$ cat src/rtl/ps2_pkg.sv
// Shared PS/2 definitions: host-transmitter state encoding, debug view,
// command constants, timing defaults and the frame builder.
package ps2_pkg;

   typedef enum logic [2:0] {
      ST_IDLE     = 3'd0,
      ST_INHIBIT  = 3'd1,
      ST_REQ      = 3'd2,
      ST_BITS     = 3'd3,
      ST_ACK      = 3'd4,
      ST_WAITIDLE = 3'd5,
      ST_DONE     = 3'd6,
      ST_ERR      = 3'd7
   } ps2_state_e;

   // Observability bundle for checkers: FSM state plus the filtered bus view.
   typedef struct packed {
      ps2_state_e state;
      logic [3:0] bit_idx;
      logic       clk_level;
      logic       data_level;
      logic       clk_fe;
      logic       data_fe;
   } ps2_dbg_t;

   localparam logic [7:0] PS2_CMD_SET_LED = 8'hED;
   localparam logic [7:0] PS2_CMD_ENABLE  = 8'hF4;
   localparam logic [7:0] PS2_CMD_RESET   = 8'hFF;
   localparam logic [7:0] PS2_ACK         = 8'hFA;

   // Timing defaults shared with the keyboard receiver.
   localparam int PS2_CLK_HZ_DEF     = 100_000_000;
   localparam int PS2_INHIBIT_US     = 120;
   localparam int PS2_TIMEOUT_US     = 15_000;
   localparam int PS2_FILTER_LEN_DEF = 8;

   // Bits in wire order from bit 0: d0..d7, odd parity, stop.
   function automatic logic [9:0] ps2_frame(input logic [7:0] d);
      return {1'b1, ~^d, d};
   endfunction

endpackage

$ cat src/rtl/ps2_line_filter.sv
// Synchronizes one raw PS/2 pin, debounces it with a run-length level filter
// and emits a one-cycle strobe when the filtered level falls.
module ps2_line_filter #(
   parameter int FILTER_LEN = 8
) (
   input  logic clk,
   input  logic rst,
   input  logic din,
   output logic level,
   output logic fe
);

   localparam int CW = $clog2(FILTER_LEN + 1);

   logic [1:0]    sync_q;
   logic          filt_q;
   logic [CW-1:0] run_q;
   logic          fe_q;

   // Two-flop synchronizer, then change level only after FILTER_LEN equal differing samples.
   always_ff @(posedge clk) begin
      if (rst) begin
         sync_q <= 2'b11;
         filt_q <= 1'b1;
         run_q  <= '0;
         fe_q   <= 1'b0;
      end else begin
         sync_q <= {sync_q[0], din};
         fe_q   <= 1'b0;
         if (sync_q[1] == filt_q) begin
            run_q <= '0;
         end else if (run_q == CW'(FILTER_LEN - 1)) begin
            filt_q <= sync_q[1];
            run_q  <= '0;
            fe_q   <= ~sync_q[1];
         end else begin
            run_q <= run_q + 1'b1;
         end
      end
   end

   assign level = filt_q;
   assign fe    = fe_q;

endmodule

$ cat src/rtl/ps2_host_tx.sv
// Host-to-device PS/2 transmitter. Inhibits the bus, issues the request-to-send,
// shifts out one command byte on device clock falling edges and checks the ACK.
// The pins are open-drain at the pad: PS2_CLK = ps2_clk_oe ? 1'b0 : 1'bz, same for PS2_DATA.
//
// Handshake: a byte is accepted on a rising clk edge where tx_valid && tx_ready;
// tx_ready is high only in IDLE, tx_data is captured on that edge and ignored
// afterwards, and tx_valid seen while busy is dropped rather than queued.
module ps2_host_tx
   import ps2_pkg::*;
#(
   parameter int CLK_HZ         = PS2_CLK_HZ_DEF,
   parameter int INHIBIT_CYCLES = CLK_HZ / 1_000_000 * PS2_INHIBIT_US,
   parameter int TIMEOUT_CYCLES = CLK_HZ / 1_000_000 * PS2_TIMEOUT_US,
   parameter int FILTER_LEN     = PS2_FILTER_LEN_DEF
) (
   input  logic       clk,
   input  logic       rst,
   input  logic [7:0] tx_data,
   input  logic       tx_valid,
   output logic       tx_ready,
   output logic       tx_done,
   output logic       tx_err,
   output logic       busy,
   input  logic       ps2_clk_i,
   input  logic       ps2_data_i,
   output logic       ps2_clk_oe,
   output logic       ps2_data_oe,
   output ps2_dbg_t   dbg
);

   localparam int CNT_MAX = (TIMEOUT_CYCLES > INHIBIT_CYCLES) ? TIMEOUT_CYCLES : INHIBIT_CYCLES;
   localparam int CNT_W   = $clog2(CNT_MAX + 1);

   ps2_state_e    state_q;
   logic [9:0]    frame_q;
   logic [3:0]    idx_q;
   logic [CNT_W-1:0] cnt_q;
   logic          clk_lvl, clk_fe;
   logic          data_lvl, data_fe;
   logic          expired;

   ps2_line_filter #(.FILTER_LEN(FILTER_LEN)) u_clk_filt (
      .clk   (clk),
      .rst   (rst),
      .din   (ps2_clk_i),
      .level (clk_lvl),
      .fe    (clk_fe)
   );

   ps2_line_filter #(.FILTER_LEN(FILTER_LEN)) u_data_filt (
      .clk   (clk),
      .rst   (rst),
      .din   (ps2_data_i),
      .level (data_lvl),
      .fe    (data_fe)
   );

   // Shared counter: inhibit length in INHIBIT, cycles since last device edge elsewhere.
   assign expired = (cnt_q == CNT_W'(TIMEOUT_CYCLES - 1));

   // Transfer sequencer with registered handshake, pulse and pin-enable outputs.
   always_ff @(posedge clk) begin
      if (rst) begin
         state_q     <= ST_IDLE;
         frame_q     <= '0;
         idx_q       <= '0;
         cnt_q       <= '0;
         tx_ready    <= 1'b1;
         tx_done     <= 1'b0;
         tx_err      <= 1'b0;
         busy        <= 1'b0;
         ps2_clk_oe  <= 1'b0;
         ps2_data_oe <= 1'b0;
      end else begin
         tx_done <= 1'b0;
         tx_err  <= 1'b0;
         case (state_q)
            ST_IDLE: begin
               if (tx_valid) begin
                  frame_q    <= ps2_frame(tx_data);
                  cnt_q      <= '0;
                  idx_q      <= '0;
                  tx_ready   <= 1'b0;
                  busy       <= 1'b1;
                  ps2_clk_oe <= 1'b1;
                  state_q    <= ST_INHIBIT;
               end
            end
            ST_INHIBIT: begin
               cnt_q <= cnt_q + 1'b1;
               // Start bit goes low one cycle before the clock is released.
               if (cnt_q == CNT_W'(INHIBIT_CYCLES - 2)) ps2_data_oe <= 1'b1;
               if (cnt_q == CNT_W'(INHIBIT_CYCLES - 1)) begin
                  cnt_q       <= '0;
                  ps2_clk_oe  <= 1'b0;
                  ps2_data_oe <= 1'b1;
                  state_q     <= ST_REQ;
               end
            end
            ST_REQ, ST_BITS, ST_ACK, ST_WAITIDLE: begin
               if (state_q == ST_WAITIDLE && clk_lvl && data_lvl) begin
                  tx_done <= 1'b1;
                  state_q <= ST_DONE;
               end else if (clk_fe && state_q != ST_WAITIDLE) begin
                  cnt_q <= '0;
                  if (state_q == ST_ACK) begin
                     if (data_lvl) begin
                        tx_err      <= 1'b1;
                        ps2_clk_oe  <= 1'b0;
                        ps2_data_oe <= 1'b0;
                        state_q     <= ST_ERR;
                     end else begin
                        state_q <= ST_WAITIDLE;
                     end
                  end else begin
                     // Each falling edge presents the next frame bit; the stop bit releases data.
                     ps2_data_oe <= ~frame_q[idx_q];
                     idx_q       <= idx_q + 4'd1;
                     if (state_q == ST_REQ) state_q <= ST_BITS;
                     else if (idx_q == 4'd9) state_q <= ST_ACK;
                  end
               end else if (expired) begin
                  tx_err      <= 1'b1;
                  ps2_clk_oe  <= 1'b0;
                  ps2_data_oe <= 1'b0;
                  state_q     <= ST_ERR;
               end else begin
                  cnt_q <= cnt_q + 1'b1;
               end
            end
            ST_DONE, ST_ERR: begin
               busy        <= 1'b0;
               tx_ready    <= 1'b1;
               ps2_clk_oe  <= 1'b0;
               ps2_data_oe <= 1'b0;
               state_q     <= ST_IDLE;
            end
            default: begin
               busy        <= 1'b0;
               tx_ready    <= 1'b1;
               ps2_clk_oe  <= 1'b0;
               ps2_data_oe <= 1'b0;
               state_q     <= ST_IDLE;
            end
         endcase
      end
   end

   assign dbg = '{state: state_q, bit_idx: idx_q, clk_level: clk_lvl,
                  data_level: data_lvl, clk_fe: clk_fe, data_fe: data_fe};

endmodule

$ cat config.mk
export PLATFORM = sky130hd
export DESIGN_NAME = ps2_host_tx
export DESIGN_NICKNAME = d
export VERILOG_FILES = /design/src/rtl/ps2_pkg.sv /design/src/rtl/ps2_line_filter.sv /design/src/rtl/ps2_host_tx.sv
export SDC_FILE = /design/constraint.sdc
export NUM_CORES = 1
export LEC_CHECK = 0
export CORE_ASPECT_RATIO = 1.75
export CORE_MARGIN = 1.5
export CORE_UTILIZATION = 40
export CTS_CLUSTER_SIZE = 10
export DETAILED_ROUTE_END_ITERATION = 10
export PLACE_DENSITY_LB_ADDON = 0.08
export SYNTH_ARGS = -nofsm -noshare
export SYNTH_HDL_FRONTEND = slang
export SYNTH_HIERARCHICAL = 1
export SYNTH_SLANG_ARGS = --single-unit
$ cat constraint.sdc
create_clock -name clk -period 3.65 [get_ports clk]
set_clock_uncertainty 0.05 [all_clocks]
set_input_delay 0.73 -clock clk [delete_from_list [all_inputs] [get_ports clk]]
set_output_delay 0.73 -clock clk [all_outputs]
set_load 0.05 [all_outputs]
# After elaboration in Yosys (flattened, before gate mapping)
# Cells that the tools add are included.
# op_classes
multipliers,0
n_bitwise,8
n_reduce_logical,26
addsub,4
muxes,45
shifts,0
div,0
n_lt_le_gt_ge,1
n_eq_ne,29
# ops
cell,n
$mux W21,5
$pmux W21 S3,1
$eq A21 B14 Y1 const B,2
$mux W3,8
$add A21 B1 Y21 const B,1
$eq A21 B21 Y1 const B,1
$mux W1,19
$mux W4,4
$ne A3 B3 Y1 const B,5
$reduce_or A3 Y1,5
$add A4 B1 Y4 const B,3
$eq A3 B3 Y1 const B,4
$pmux W3 S4,1
$ne A2 B2 Y1 const B,5
$reduce_and A5 Y1,2
$eq A4 B3 Y1 const B,2
$not A1 Y1,8
$pmux W4 S2,1
$reduce_and A2 Y1,4
$reduce_and A4 Y1,2
$reduce_xnor A8 Y1,1
$eq A3 B2 Y1 const B,2
$ne A6 B6 Y1 const B,1
$reduce_and A6 Y1,1
18 further kinds,25
# totals
mem_count,0
word_cells,131
ram_bits,0
out_inout_bits,17
latch_bits,0
regBits,60
input_bits,13
rom_bits,0

# Longest topological paths before layout
# depth
ltp_word,7
depth_mapped,9
mapped_depth_nobuf,7

# By module
# Netlist, hierarchy kept.
# by_module_without_submodules
mod,area_each_um2,n_inst,cells_each,seq_area_each_um2
ps2_host_tx,2636.3,1,330,880.8
ps2_line_filter,281.5,2,25,160.2

# Worst setup path before layout
# Ideal clock, no wire load.
# synth_path
kind,register to register
startpoint,register state_q[1]
endpoint,register cnt_q[2]
path_buffers,2
t_arrival_ns,2.896
required_ns,3.483
synth_period_minus_slack_ns,3.063
path_stages_with_launch,10
setup_time_ns,0.117
path_slack_ns,0.587
cell_sequence,dfxtp_1 clkbuf_1 inv_1 ha_1 inv_1 o311ai_1 buf_2 a211oi_1 xnor2_1 nor2_1
# synth_via
elab_chain_len,5
elab_cells_between_ends,19
cone_classes,9 x eq/ne; 3 x mux; 7 x reduce/logical
# synth_lines
element,line_no,rtl
start: declaration,ps2_host_tx.sv:34,ps2_state_e state_q;
start signal: assignment,ps2_host_tx.sv:64,state_q <= ST_IDLE;
start signal: assignment,ps2_host_tx.sv:86,state_q <= ST_INHIBIT;
start signal: assignment,ps2_host_tx.sv:97,state_q <= ST_REQ;
$ne A3 B3 Y1 or $eq A3 B3 Y1 (tied branches),"ps2_host_tx.sv:104, ps2_host_tx.sv:77, ps2_host_tx.sv:101",
$logic_and A1 B1 Y1 (on tied branches),"ps2_host_tx.sv:104, ps2_host_tx.sv:101",
$mux W21 or $logic_and A1 B1 Y1 (tied branches),"ps2_host_tx.sv:104, ps2_host_tx.sv:101",
$mux W21 or $ne A2 B2 Y1 (tied branches),-,
$pmux W21 S3 or $reduce_and A4 Y1 (tied branches),-,
end signal: assignment,ps2_host_tx.sv:90,cnt_q <= cnt_q + 1'b1;
end signal: assignment,ps2_host_tx.sv:128,cnt_q <= cnt_q + 1'b1;
end: declaration,ps2_host_tx.sv:37,logic [CNT_W-1:0] cnt_q;
# Several ways; a longest one is shown, not always the timed one. The select of a mux whose other input is x is not followed.
# A chain may end at the register's enable or synchronous reset.

# Worst setup path after layout
# layout_path
startpoint,register cnt_q[5]
endpoint,register cnt_q[19]
# layout_via
elab_chain_len,5
elab_cells_between_ends,10
cone_classes,1 x add/sub; 3 x eq/ne; 5 x mux; 1 x reduce/logical
# layout_lines
element,line_no,rtl
$add A21 B1 Y21,"ps2_host_tx.sv:90, ps2_host_tx.sv:128",
$mux W21,ps2_host_tx.sv:122,end else if (expired) begin
$mux W21,ps2_host_tx.sv:104,end else if (clk_fe && state_q != ST_WAITIDLE) begin
$mux W21,ps2_host_tx.sv:101,if (state_q == ST_WAITIDLE && clk_lvl && data_lvl) begin
$pmux W21 S3,ps2_host_tx.sv:77,case (state_q)
# Several ways; a longest one is shown, not always the timed one. The select of a mux whose other input is x is not followed.

==> flow_metrics.py <==
metrics = {
    "setup_path": {
        "worstPathCellList": "or4b_4 -> nor4_1 -> a21oi_1 -> o31ai_4 -> buf_4 -> nor2_1",
        "timing.critical_path.slowest_stage_cell": "sky130_fd_sc_hd__o31ai_4",
        "critical_setup_path_class": "register to register",
        "required_time_at_the_endpoint_of_the_critical_path_ns": 3.82,
        "timing.critical_path.from": "cnt_q[5]$_SDFFE_PP0P_",
        "worstPathArrival_ns": 2.96,
        "critical_path.endpoint_type": "register",
        "crit_path_max_incr_delay_ns": 0.67,
        "timing.critical_path.from_type": "register",
        "worst-path-max-fanout": 16,
        "r2r_start": "cnt_q[5]$_SDFFE_PP0P_",
    },
    "synthesis": {
        "synth_area_um2": 3200,
        "synth-compound-area-share_pct": 16.3,
        "syn_inst": 380,
        "synth_edf_count": 0,
        "synth.ff_latch_count": 60,
        "xor_xnor_share_of_the_synthesized_area_pct": 6.84,
        "asyncSetResetFlopFracSynth_pct": 0,
        "dominant_combinational_cell_family_by_area_after_synthesis": "simple AND/OR/NAND/NOR gates",
        "synth_fp_nets": 401,
        "muxShareOfSynthArea_pct": 3.64,
        "yosysSeqAreaShare_pct": 37.5,
        "postSynthAreaPerCell_um2": 8.42,
        "synthesis.yosys.warnings": 6,
        "netlist-cell-type-count": 61,
        "synthFlopType": "sky130_fd_sc_hd__dfxtp_1",
        "synthSimpleGateAreaFrac_pct": 28.0,
        "post_synth_fa_ha_maj_area_fraction_pct": 3.13,
    },
    "worst_hold_path": {
        "min_path_type": "register to register",
        "worst_hold_startpoint": "u_data_filt/sync_q[0]$_SDFF_PP1_",
    },
    "final_layout": {
        "final-instance-count-excl-fill": 507,
        "diodes": 0,
        "share_of_post_route_cells_with_drive_strength_above_1_pct": 12.2,
        "areaGrowthSynthToFinish_pct": 21.5,
        "fin_area_um2": 3890,
        "net_count_reported_at_finish": 434,
    },
    "power_and_ir_drop": {
        "power_frac_comb_pct": 32.0,
        "p_sw_share_pct": 36.0,
        "share_clk_of_total_power_pct": 34.0,
        "report.power.total_uw": 2300,
        "seq_power_share_pct": 34.1,
        "irDropWorstVdd_uv": 252,
        "internal_power_contribution_uw": 1470,
        "netSwitchingPower_uw": 830,
        "power_density_nw_per_um2": 593,
        "total_leakage_power_uw": 0.00133,
    },
    "floorplanning": {
        "floorplan.initialDensity_pct": 40.7,
        "rows": 43,
        "core_area_um2": 7860,
        "chipHeight_um": 121,
        "io_pins": 30,
        "floorplan.die.width_um": 70.6,
        "dieArea_um2": 8570,
    },
    "route": {
        "drtPass1Iterations": 6,
        "vias": 2944,
        "detail_route.wl_per_cell_um": 16.5,
        "vias_per_instance": 5.81,
        "drt_drc_violations_left": 0,
        "drt_wl_total_um": 8380,
        "postRouteAntennaNets": 0,
        "detail_route.iter0.violations": 146,
    },
    "grt": {
        "antenna_found_initial": 0,
        "wire_length_of_the_first_global_routing_pass_um": 14000,
        "first_global_vias": 2876,
        "largest_net_degree_at_the_start_of_global_routing": 21,
        "grt.total_usage_pct": 20.7,
        "globalRoute.totalOverflow": 0,
    },
    "placement": {
        "placed_cells_incl_taps": 492,
        "gp_routability_congestion": 0.833,
        "numPortBuffers": 29,
        "placed_area_um2": 3610,
        "placed_wire_length_estimate_um": 6230,
    },
    "clock_tree": {
        "clk_latency_ns": 0.32,
        "tritoncts_sink_count": 60,
        "cts_inserted_buffers": 9,
        "root_buffer": "sky130_fd_sc_hd__clkbuf_16",
        "clock_path_buffers": 2,
        "h-tree-depth": 3,
        "worst_setup_hold_path_clk_slew_ns": 0.05,
        "cts_setup_buffers": 0,
        "cts_resized": 0,
        "cts_tree": "done",
        "holdBufCountCts": 0,
    },
    "run_status": {
        "outcome": "finished clean",
    },
    "timing": {
        "timing.final.crit_period_ns": 2.79,
        "worst_slew_margin_relative_to_its_limit_pct": 47.7,
        "rsz0062_at_grt": "false",
        "finalHoldViolCount": 0,
        "finalCritPeriodShare_pct": 76.5,
        "hold_slack_ns": 0.358,
        "slew_viol_final": 0,
        "max_freq_mhz": 358,
        "tightest_slew_ns": 0.784,
        "finalSetupViolations": 0,
        "setup-tns-final_ns": 0,
    },
    "run": {
        "timing.max_cap.violations": 0,
    },
}
[logic make-up (layout without fill, tap and decap cells)]
family / Yosys count / count (layout)
buffers and inverters: 34 / 71
adder cells (fa/ha/maj): 8 / 8
flip-flops: 60 / 60
AO/OA/AOI/OAI: 78 / 78
multiplexers: 9 / 9
AND/OR/NAND/NOR: 166 / 166
XOR/XNOR: 25 / 25
[final timing paths]
check                                endpoint  slack [ns]  depth (start not counted)
max                    cnt_q[19]$_SDFFE_PP0P_        0.86                          6
min reg2reg  u_data_filt/sync_q[1]$_SDFF_PP1_        0.36                          1
min          u_data_filt/sync_q[1]$_SDFF_PP1_        0.36                          1
max reg2reg            cnt_q[19]$_SDFFE_PP0P_        0.86                          6
[worst max-delay path: cells and delay by family (launching register included)]
| kind | cells | cell delay, ns |
|---|---|---|
| compound gates | 2 | 0.99 |
| buf+inv | 1 | 0.23 |
| flops | 1 | 0.41 |
| simple gates | 3 | 0.99 |
[sequential cells by signal, indices dropped and copies added (netlist names)]
register and flops:
idx_q 4, u_clk_filt/sync_q 2, busy 1, u_data_filt/fe 1, tx_err 1, ps2_data_oe 1
u_clk_filt/level 1, u_data_filt/sync_q 2, state_q 3, ps2_clk_oe 1, cnt_q 21, tx_done 1
u_clk_filt/fe 1, tx_ready 1, u_data_filt/run_q 4, u_data_filt/level 1, u_clk_filt/run_q 4, frame_q 10
[power by group through the flow]
stage | sequential (µW) | combinational (µW) | clock [µW]
2_1_floorplan | 852 | 438 | 0
3_3_place_gp | 797 | 734 | 0
3_5_place_dp | 798 | 737 | 0
4_1_cts | 785 | 739 | 798
5_1_grt | 797 | 806 | 831
6_report | 785 | 737 | 783
[layer usage]
layer	GRT usage (%)	wire (µm)
met3	3.82	242
met2	37.6	4650
met5	0	0
met1	22.2	3230
met4	11.0	250
[per-stage QoR]
| step | setup WS, ns | util [%] |
|---|---|---|
| 5_1_grt | 0.538 | 49.5 |
| 3_5_place_dp | 0.710 | 46.0 |
| 3_3_place_gp | 0.777 | 46.0 |
| 2_1_floorplan | 0.587 | - |
| 6_report | 0.859 | 49.5 |
| 4_1_cts | 0.842 | 49.5 |
[layout make-up]
class	instances	area [µm²]
Multi-Input combinational cell	286	1860
Timing Repair Buffer	41	380
Fill cell	776	3970
Inverter	15	56.3
Tap cell	90	113
Clock inverter	4	25.0
Clock buffer	11	253
Sequential cell	60	1200
[placed cells by master, fill, tap and decap left out, drive strengths merged, types with 4 or more instances in the layout]
cell	netlist	final
or2	6	6
a31oi	4	4
xor2	4	4
clkdlybuf4s50	0	29
dfxtp	60	60
nand2	45	45
ha	8	8
clkbuf	13	11
buf	6	12
nor3	9	9
o31ai	5	5
mux2i	6	6
nand2b	4	4
nand3b	6	6
o21ai	11	11
xnor2	21	21
nand3	14	14
nor2	39	39
a211oi	4	4
or4	6	6
nor4	6	6
inv	15	15
a21oi	32	32
nand4	9	9
[cells in the mapped netlist (3+ instances only)]
cell / instances / area, µm²
sky130_fd_sc_hd__buf_4: 4 / 30.0
sky130_fd_sc_hd__or2_2: 6 / 37.5
sky130_fd_sc_hd__or3b_2: 3 / 26.3
sky130_fd_sc_hd__nand4_1: 9 / 56.3
sky130_fd_sc_hd__nand4b_1: 3 / 26.3
sky130_fd_sc_hd__a31oi_1: 4 / 25.0
sky130_fd_sc_hd__nand2b_1: 4 / 25.0
sky130_fd_sc_hd__nand3b_1: 6 / 45.0
sky130_fd_sc_hd__ha_1: 8 / 100
sky130_fd_sc_hd__nor3_1: 9 / 45.0
sky130_fd_sc_hd__or4_1: 6 / 45.0
sky130_fd_sc_hd__inv_1: 15 / 56.3
sky130_fd_sc_hd__nand3_1: 14 / 70.1
sky130_fd_sc_hd__nand2_1: 45 / 169
sky130_fd_sc_hd__xnor2_1: 21 / 184
sky130_fd_sc_hd__xor2_1: 4 / 35.0
sky130_fd_sc_hd__clkbuf_1: 12 / 45.0
sky130_fd_sc_hd__a21oi_1: 31 / 155
sky130_fd_sc_hd__o21a_1: 3 / 22.5
sky130_fd_sc_hd__a211oi_1: 4 / 30.0
sky130_fd_sc_hd__mux2i_1: 6 / 60.1
sky130_fd_sc_hd__dfxtp_1: 60 / 1200
sky130_fd_sc_hd__o21ai_0: 11 / 55.1
sky130_fd_sc_hd__nor4_1: 5 / 31.3
sky130_fd_sc_hd__o31ai_1: 4 / 30.0
sky130_fd_sc_hd__nor2_1: 39 / 146
No activity file was read; power rests on OpenSTA's default activity.
